==> config.mk <==
export PLATFORM = sky130hd
export DESIGN_NAME = pll_reconfig_ctrl
export DESIGN_NICKNAME = d
export VERILOG_FILES = /design/src/rtl/pll_reconfig_pkg.sv /design/src/rtl/pll_lock_filter.sv /design/src/rtl/pll_reconfig_ctrl.sv
export SDC_FILE = /design/constraint.sdc
export NUM_CORES = 1
export LEC_CHECK = 0
export ABC_AREA = 0
export BUFFER_PORTS_ARGS = -buffer_cell sky130_fd_sc_hd__clkbuf_2
export CAP_MARGIN = 20
export CORE_MARGIN = 3
export CORE_UTILIZATION = 45
export DETAILED_ROUTE_END_ITERATION = 16
export PLACE_DENSITY_LB_ADDON = 0.1
export SETUP_SLACK_MARGIN = 0.02
export SYNTH_ARGS = -nofsm -noshare
export SYNTH_HDL_FRONTEND = slang
export SYNTH_SLANG_ARGS = --single-unit
==> constraint.sdc <==
create_clock -name clk -period 3.2 [get_ports clk]
set_input_delay 0.64 -clock clk [delete_from_list [all_inputs] [get_ports clk]]
set_output_delay 0.64 -clock clk [all_outputs]
set_load 0.05 [all_outputs]
==> src/rtl/pll_reconfig_pkg.sv <==
// Shared types and helpers for the rPLL reconfiguration sequencer.
package pll_reconfig_pkg;

  // Width of the relock and lock-loss event counters.
  localparam int STATS_W = 16;

  // Sequencer states.
  typedef enum logic [1:0] {
    APPLY = 2'd0,
    WAIT  = 2'd1,
    RUN   = 2'd2,
    FAIL  = 2'd3
  } state_e;

  // Bits needed to hold the values 0..n (never less than one bit).
  function automatic int cnt_w(input int n);
    if (n < 1) begin
      return 1;
    end else begin
      return $clog2(n + 1);
    end
  endfunction

endpackage

==> src/rtl/pll_lock_filter.sv <==
// Lock qualifier: two-flop synchroniser for the raw PLL LOCK, followed by
// a counter. lock_ok is true in the cycle that completes STABLE_CYC
// consecutive synced-high cycles, and stays true while lock holds.
module pll_lock_filter
  import pll_reconfig_pkg::*;
#(
  parameter int STABLE_CYC = 256
) (
  input  logic clk,
  input  logic rst_n,
  input  logic lock_async,
  input  logic clr,
  output logic lock_sync,
  output logic lock_ok
);

  localparam int CW = cnt_w(STABLE_CYC);
  localparam logic [CW-1:0] SAT = CW'(STABLE_CYC - 1);

  logic          meta_q;
  logic          sync_q;
  logic [CW-1:0] cnt_q;
  logic [CW-1:0] cnt_d;

  // Bring the asynchronous LOCK into the reference-clock domain.
  always_ff @(posedge clk or negedge rst_n) begin
    if (!rst_n) begin
      meta_q <= 1'b0;
      sync_q <= 1'b0;
    end else begin
      meta_q <= lock_async;
      sync_q <= meta_q;
    end
  end

  // Count consecutive synced-high cycles; a low cycle or clr restarts it.
  always_comb begin
    cnt_d = cnt_q;
    if (clr || !sync_q) begin
      cnt_d = '0;
    end else if (cnt_q != SAT) begin
      cnt_d = cnt_q + 1'b1;
    end else begin
      cnt_d = cnt_q;
    end
  end

  // Stability counter register.
  always_ff @(posedge clk or negedge rst_n) begin
    if (!rst_n) begin
      cnt_q <= '0;
    end else begin
      cnt_q <= cnt_d;
    end
  end

  assign lock_sync = sync_q;
  assign lock_ok   = sync_q && (cnt_q == SAT);

endmodule

==> src/rtl/pll_reconfig_ctrl.sv <==
// Sequencer for the Gowin rPLL dynamic input divider (IDSEL).
// Holds the PLL in reset while a new divider is applied, waits for a
// filtered lock, retries on timeout and falls back to the last divider
// that locked. Define PLL_RECONFIG_STATS_EN to build the saturating
// relock/lock-loss counters; otherwise those ports read zero.
module pll_reconfig_ctrl
  import pll_reconfig_pkg::*;
#(
  parameter int IDSEL_W          = 6,
  parameter int INIT_IDIV        = 0,
  parameter int MAX_IDIV         = 63,
  parameter int IDSEL_INVERT     = 1,
  parameter int RST_HOLD_CYC     = 16,
  parameter int LOCK_STABLE_CYC  = 256,
  parameter int LOCK_TIMEOUT_CYC = 65536,
  parameter int MAX_RETRY        = 3
) (
  input  logic               clk,
  input  logic               rst_n,
  input  logic               req_valid,
  output logic               req_ready,
  input  logic [IDSEL_W-1:0] req_div,
  input  logic               pll_lock,
  output logic               pll_reset,
  output logic [IDSEL_W-1:0] pll_idsel,
  output logic               locked,
  output logic               busy,
  output logic [IDSEL_W-1:0] cur_div,
  output logic               err_pulse,
  output logic               fallback,
  output logic               fail,
  output logic [STATS_W-1:0] relock_cnt,
  output logic [STATS_W-1:0] loss_cnt
);

  // One timer serves both the reset hold and the lock timeout.
  localparam int TMR_MAX = (LOCK_TIMEOUT_CYC > RST_HOLD_CYC) ? LOCK_TIMEOUT_CYC : RST_HOLD_CYC;
  localparam int TMR_W   = cnt_w(TMR_MAX);
  localparam int RTY_W   = cnt_w(MAX_RETRY);

  localparam logic [IDSEL_W-1:0] INIT_DIV  = IDSEL_W'(INIT_IDIV);
  localparam logic [IDSEL_W:0]   MAX_DIV   = (IDSEL_W + 1)'(MAX_IDIV);
  localparam logic [TMR_W-1:0]   HOLD_LAST = TMR_W'(RST_HOLD_CYC - 1);
  localparam logic [TMR_W-1:0]   TMO_LAST  = TMR_W'(LOCK_TIMEOUT_CYC - 1);
  localparam logic [RTY_W-1:0]   RTY_MAX   = RTY_W'(MAX_RETRY);

  // Gowin dynamic IDSEL takes the one's complement of the divider.
  function automatic logic [IDSEL_W-1:0] enc(input logic [IDSEL_W-1:0] d);
    if (IDSEL_INVERT != 0) begin
      return ~d;
    end else begin
      return d;
    end
  endfunction

  state_e             state_q, state_d;
  logic [TMR_W-1:0]   timer_q, timer_d;
  logic [RTY_W-1:0]   retry_q, retry_d;
  logic [IDSEL_W-1:0] target_q, target_d;
  logic [IDSEL_W-1:0] last_good_q, last_good_d;
  logic               fallback_q, fallback_d;
  logic               fail_q, fail_d;
  logic               err_q, err_d;
  logic               pll_reset_q, pll_reset_d;
  logic [IDSEL_W-1:0] idsel_q, idsel_d;
  logic               locked_q, locked_d;
  logic               busy_q, busy_d;
  logic               rdy_q, rdy_d;

  logic lock_sync_s;
  logic lock_ok_s;
  logic loss_s;
  logic accept_s;
  logic req_over_s;

  pll_lock_filter #(
    .STABLE_CYC (LOCK_STABLE_CYC)
  ) u_lock_filter (
    .clk        (clk),
    .rst_n      (rst_n),
    .lock_async (pll_lock),
    .clr        (state_q == APPLY),
    .lock_sync  (lock_sync_s),
    .lock_ok    (lock_ok_s)
  );

  // A lock drop in RUN wins over a request in the same cycle, so ready is
  // withdrawn combinationally from registered terms while lock is low.
  assign loss_s     = (state_q == RUN) && !lock_sync_s;
  assign req_ready  = rdy_q && !loss_s;
  assign accept_s   = req_valid && req_ready;
  assign req_over_s = ({1'b0, req_div} > MAX_DIV);

  // Next-state logic and next values of the registered outputs.
  always_comb begin
    state_d     = state_q;
    timer_d     = timer_q;
    retry_d     = retry_q;
    target_d    = target_q;
    last_good_d = last_good_q;
    fallback_d  = fallback_q;
    fail_d      = fail_q;
    err_d       = 1'b0;

    case (state_q)
      APPLY: begin
        if (timer_q == HOLD_LAST) begin
          state_d = WAIT;
          timer_d = '0;
        end else begin
          timer_d = timer_q + 1'b1;
        end
      end

      WAIT: begin
        if (lock_ok_s) begin
          state_d     = RUN;
          last_good_d = target_q;
          retry_d     = '0;
          timer_d     = '0;
        end else if (timer_q == TMO_LAST) begin
          err_d   = 1'b1;
          timer_d = '0;
          if (retry_q < RTY_MAX) begin
            retry_d = retry_q + 1'b1;
            state_d = APPLY;
          end else if (target_q != last_good_q) begin
            target_d   = last_good_q;
            retry_d    = '0;
            fallback_d = 1'b1;
            state_d    = APPLY;
          end else begin
            fail_d  = 1'b1;
            state_d = FAIL;
          end
        end else begin
          timer_d = timer_q + 1'b1;
        end
      end

      RUN, FAIL: begin
        if (loss_s) begin
          state_d = APPLY;
          timer_d = '0;
        end else if (accept_s) begin
          fail_d     = 1'b0;
          fallback_d = 1'b0;
          if (req_over_s) begin
            err_d = 1'b1;
          end else if (req_div == target_q) begin
            state_d = state_q;
          end else begin
            target_d = req_div;
            retry_d  = '0;
            timer_d  = '0;
            state_d  = APPLY;
          end
        end else begin
          state_d = state_q;
        end
      end

      default: begin
        state_d = APPLY;
        timer_d = '0;
      end
    endcase

    pll_reset_d = (state_d == APPLY);
    idsel_d     = enc(target_d);
    locked_d    = (state_d == RUN);
    busy_d      = (state_d == APPLY) || (state_d == WAIT);
    rdy_d       = (state_d == RUN) || (state_d == FAIL);
  end

  // State, bookkeeping and output registers; reset asserts pll_reset at once.
  always_ff @(posedge clk or negedge rst_n) begin
    if (!rst_n) begin
      state_q     <= APPLY;
      timer_q     <= '0;
      retry_q     <= '0;
      target_q    <= INIT_DIV;
      last_good_q <= INIT_DIV;
      fallback_q  <= 1'b0;
      fail_q      <= 1'b0;
      err_q       <= 1'b0;
      pll_reset_q <= 1'b1;
      idsel_q     <= enc(INIT_DIV);
      locked_q    <= 1'b0;
      busy_q      <= 1'b1;
      rdy_q       <= 1'b0;
    end else begin
      state_q     <= state_d;
      timer_q     <= timer_d;
      retry_q     <= retry_d;
      target_q    <= target_d;
      last_good_q <= last_good_d;
      fallback_q  <= fallback_d;
      fail_q      <= fail_d;
      err_q       <= err_d;
      pll_reset_q <= pll_reset_d;
      idsel_q     <= idsel_d;
      locked_q    <= locked_d;
      busy_q      <= busy_d;
      rdy_q       <= rdy_d;
    end
  end

  assign pll_reset = pll_reset_q;
  assign pll_idsel = idsel_q;
  assign locked    = locked_q;
  assign busy      = busy_q;
  assign cur_div   = target_q;
  assign err_pulse = err_q;
  assign fallback  = fallback_q;
  assign fail      = fail_q;

`ifdef PLL_RECONFIG_STATS_EN
  logic               enter_apply_s;
  logic [STATS_W-1:0] relock_q;
  logic [STATS_W-1:0] loss_q;

  assign enter_apply_s = (state_d == APPLY) && (state_q != APPLY);

  // Saturating event counters, cleared only by rst_n.
  always_ff @(posedge clk or negedge rst_n) begin
    if (!rst_n) begin
      relock_q <= '0;
      loss_q   <= '0;
    end else begin
      if (enter_apply_s && (relock_q != {STATS_W{1'b1}})) begin
        relock_q <= relock_q + 1'b1;
      end
      if (loss_s && (loss_q != {STATS_W{1'b1}})) begin
        loss_q <= loss_q + 1'b1;
      end
    end
  end

  assign relock_cnt = relock_q;
  assign loss_cnt   = loss_q;
`else
  assign relock_cnt = {STATS_W{1'b0}};
  assign loss_cnt   = {STATS_W{1'b0}};
`endif

endmodule

==> results.py <==
metrics = {
    "pwr": {
        "combPwrFrac_pct": 9.0,
        "p_sw_share_pct": 26.1,
        "power_frac_seq_pct": 57.3,
        "p_switching_mw": 0.323,
        "powerDensity_mw_per_mm2": 366,
        "intPower_mw": 0.916,
        "ir_drop_uv": 198,
        "pwr-share-clk_pct": 33.7,
        "p_leak_nw": 1.59,
    },
    "cells_and_area": {
        "nets": 365,
        "diodes": 0,
        "drive_above_1_share_pct": 17.7,
        "final_common_cell": "dfrtp_1",
        "final_cell_mix": "48 x dfrtp_1, 32 x conb_1, 28 x clkbuf_2",
        "area_growth_pct": 7.00,
        "seq_area_mm2": 0.00141,
        "multi_input_area_mm2": 0.00154,
        "fillers": 601,
    },
    "worst_setup_path": {
        "slowest_delay_ps": 450,
        "critical_path_class": "reg -> reg",
        "r2r_slack_ps": 420,
        "crit_path_top_delay_cell": "dfrtp_1",
        "crit_fanout": 8,
        "cpMostUsedCell": "and3_1",
        "path_delay_family": "simple AND/OR/NAND/NOR gates",
        "rr_worst_depth": 10,
        "required_ps": 3410,
        "startpoint_type": "register",
        "worstPathCellList": "and3_1 > and4_1 > and3_1 > and3_1 > ha_1 > nand2_1 > nor2_1 > nand2_1 > or3_1 > o221a_2",
        "rr_startpoint": "timer_q[7]",
        "arrival_ps": 2990,
        "cp_num_buf_inv": 0,
        "endpoint_kind": "register",
    },
    "clock_network": {
        "clk_latency_ps": 310,
        "cts_htree_levels": 2,
        "cts-root-buf": "clkbuf_8",
        "cts_resized": 0,
        "hold_buffers": 0,
        "cts.clk_slew.worst_paths_ps": 100,
        "cts_buffers": 5,
        "cts_tree": "built",
        "clkSinkCount": 56,
        "post_cts_buffers": 0,
        "clockBufferDepth": 2,
    },
    "sta": {
        "rsz0062_at_grt": "false",
        "max_freq_mhz": 359,
        "setup_tns_ps": 0,
        "fin_ws_ps": 417,
        "hold_viol_final": 0,
        "tightest_slew_ps": 555,
        "relSlewSlack_pct": 62.9,
        "min_period_ps": 2780,
        "clock-skew-final_ps": 8.78,
        "period_share_pct": 87.0,
        "setup_viol": 0,
        "slew_violations": 0,
    },
    "yosys": {
        "synth_sequential_area_ratio_pct": 44.6,
        "avgSynthCellArea_um2": 9.92,
        "synth_seq_cells": 56,
        "synth-warning-count": 0,
        "synthesis.area_mm2": 0.00316,
        "synth_top_area_share_pct": 38.0,
        "synth_area_leaders": "dfrtp_1 38%, buf_4 7.8%, dfstp_2 6.6%",
        "yosys.cell_types.count": 52,
        "ys.flop_type": "dfrtp_1",
        "async_flop_share_pct": 100,
        "synth_enable_flop_cells": 0,
        "syn_inst": 319,
        "yosys.area.top_type": "dfrtp_1",
    },
    "placed_design": {
        "hpwl_mm": 4.70,
        "dp_slack_ps": 450,
        "gp_congestion": 0.825,
        "numPortBuffers": 28,
    },
    "floorplanning": {
        "initial_core_util_pct": 48.2,
        "chipHeight_um": 89.8,
        "die_w_um": 89.8,
        "dieArea_mm2": 0.00807,
        "io_pins": 61,
        "row_count": 29,
        "core_mm2": 0.00657,
    },
    "min_path": {
        "holdCritPathClass": "in -> async",
    },
    "global_route": {
        "grt_use_total_pct": 16.3,
        "antenna_found_initial": 0,
        "grt_pass1_vias": 2194,
        "grt.overflow.total": 0,
        "grt_first_pass_wirelength_mm": 10.9,
        "grt_max_degree": 37,
    },
    "routing": {
        "ant_nets": 0,
        "dr_total_vias": 2333,
        "avgViaCountPerCell": 5.27,
        "wl_per_cell_um": 14.2,
        "drt_wl_total_mm": 6.30,
        "drt_pass1_iterations": 4,
        "drt_iter0_drc": 139,
        "drc": 0,
    },
    "run": {
        "cap_violations": 0,
    },
    "status": {
        "status": "completed",
    },
}
routing by layer:
metal	vias to the layer above	track usage, %	part of all wire, %
met4	0	4.60	1.1
li1	1131	-	-
met1	1112	24.0	49
met3	6	2.75	5.6
met2	84	24.6	45
met5	-	0	0
area by class of cell:
cell class | instances | area share, %
multi-input combinational | 246 | 45.5
sequential | 56 | 41.7
timing repair buffer | 33 | 5.62
tap | 93 | 3.44
clock buffer | 8 | 2.96
inverter | 7 | 0.776
worst reg2reg max path, stage by stage (launching register included):
cell,delay [ps]
dfrtp_1,450
and3_1,290
and4_1,270
and3_1,200
and3_1,180
ha_1,250
nand2_1,180
nor2_1,250
nand2_1,140
or3_1,340
o221a_2,130
cells by family after synthesis:
kind of cell / after synthesis / synth area share [%]
AND/OR/NAND/NOR: 106 / 16.8
other: 1 / 0.119
multiplexers: 17 / 5.70
AO/OA/AOI/OAI: 63 / 14.0
adder cells (fa/ha/maj): 6 / 2.37
buffers and inverters: 48 / 10.4
flip-flops: 56 / 44.6
XOR/XNOR: 22 / 6.09
per-stage QoR:
step	instance area [µm²]	utilization [%]	hold WS (ps)	cells	total power [mW]
5_1_grt	3380	51.5	332	443	1.29
3_3_place_gp	3280	50.0	334	435	0.835
6_report	3380	51.5	288	443	1.24
2_1_floorplan	3280	-	331	350	0.841
4_1_cts	3380	51.5	301	443	1.26
3_5_place_dp	3280	50.0	336	435	0.835
power by group through the flow:
stage	clock network, mW	registers (mW)	logic, mW
final	0.418	0.710	0.111
after global routing	0.458	0.710	0.118
after floorplan	0	0.723	0.118
after CTS	0.438	0.710	0.112
after global placement	0	0.724	0.111
after detailed placement	0	0.724	0.111
how the worst max path moves through the flow:
| stage | start | end | cells after the start |
|---|---|---|---|
| final | timer_q[7] | register | 10 |
| after global placement | timer_q[7] | timer_q[3] | 10 |
| after detailed placement | timer_q[7] | register | 10 |
| after global routing | timer_q[7] | register | 10 |
| after floorplan | timer_q[0] | timer_q[15] | 11 |
| after CTS | timer_q[7] | timer_q[3] | 10 |
synthesized netlist by cell type, types with 3 or more instances:
cell / count
mux2_2: 8
dfstp_2: 8
nor2_1: 27
ha_1: 6
a21oi_1: 15
buf_4: 33
nor3_1: 6
and3_1: 11
nand4_1: 6
xnor2_1: 14
o21ai_0: 5
dfrtp_1: 48
a22o_1: 7
inv_1: 7
mux2i_1: 9
nor4_1: 5
nand3_1: 10
or3_1: 4
nand2b_1: 3
nand2_1: 23
o21a_1: 3
xor2_1: 8
a21o_1: 5
buf_6: 3
a31oi_1: 11
clkbuf_1: 4
Power figures use the tool's default switching activity.
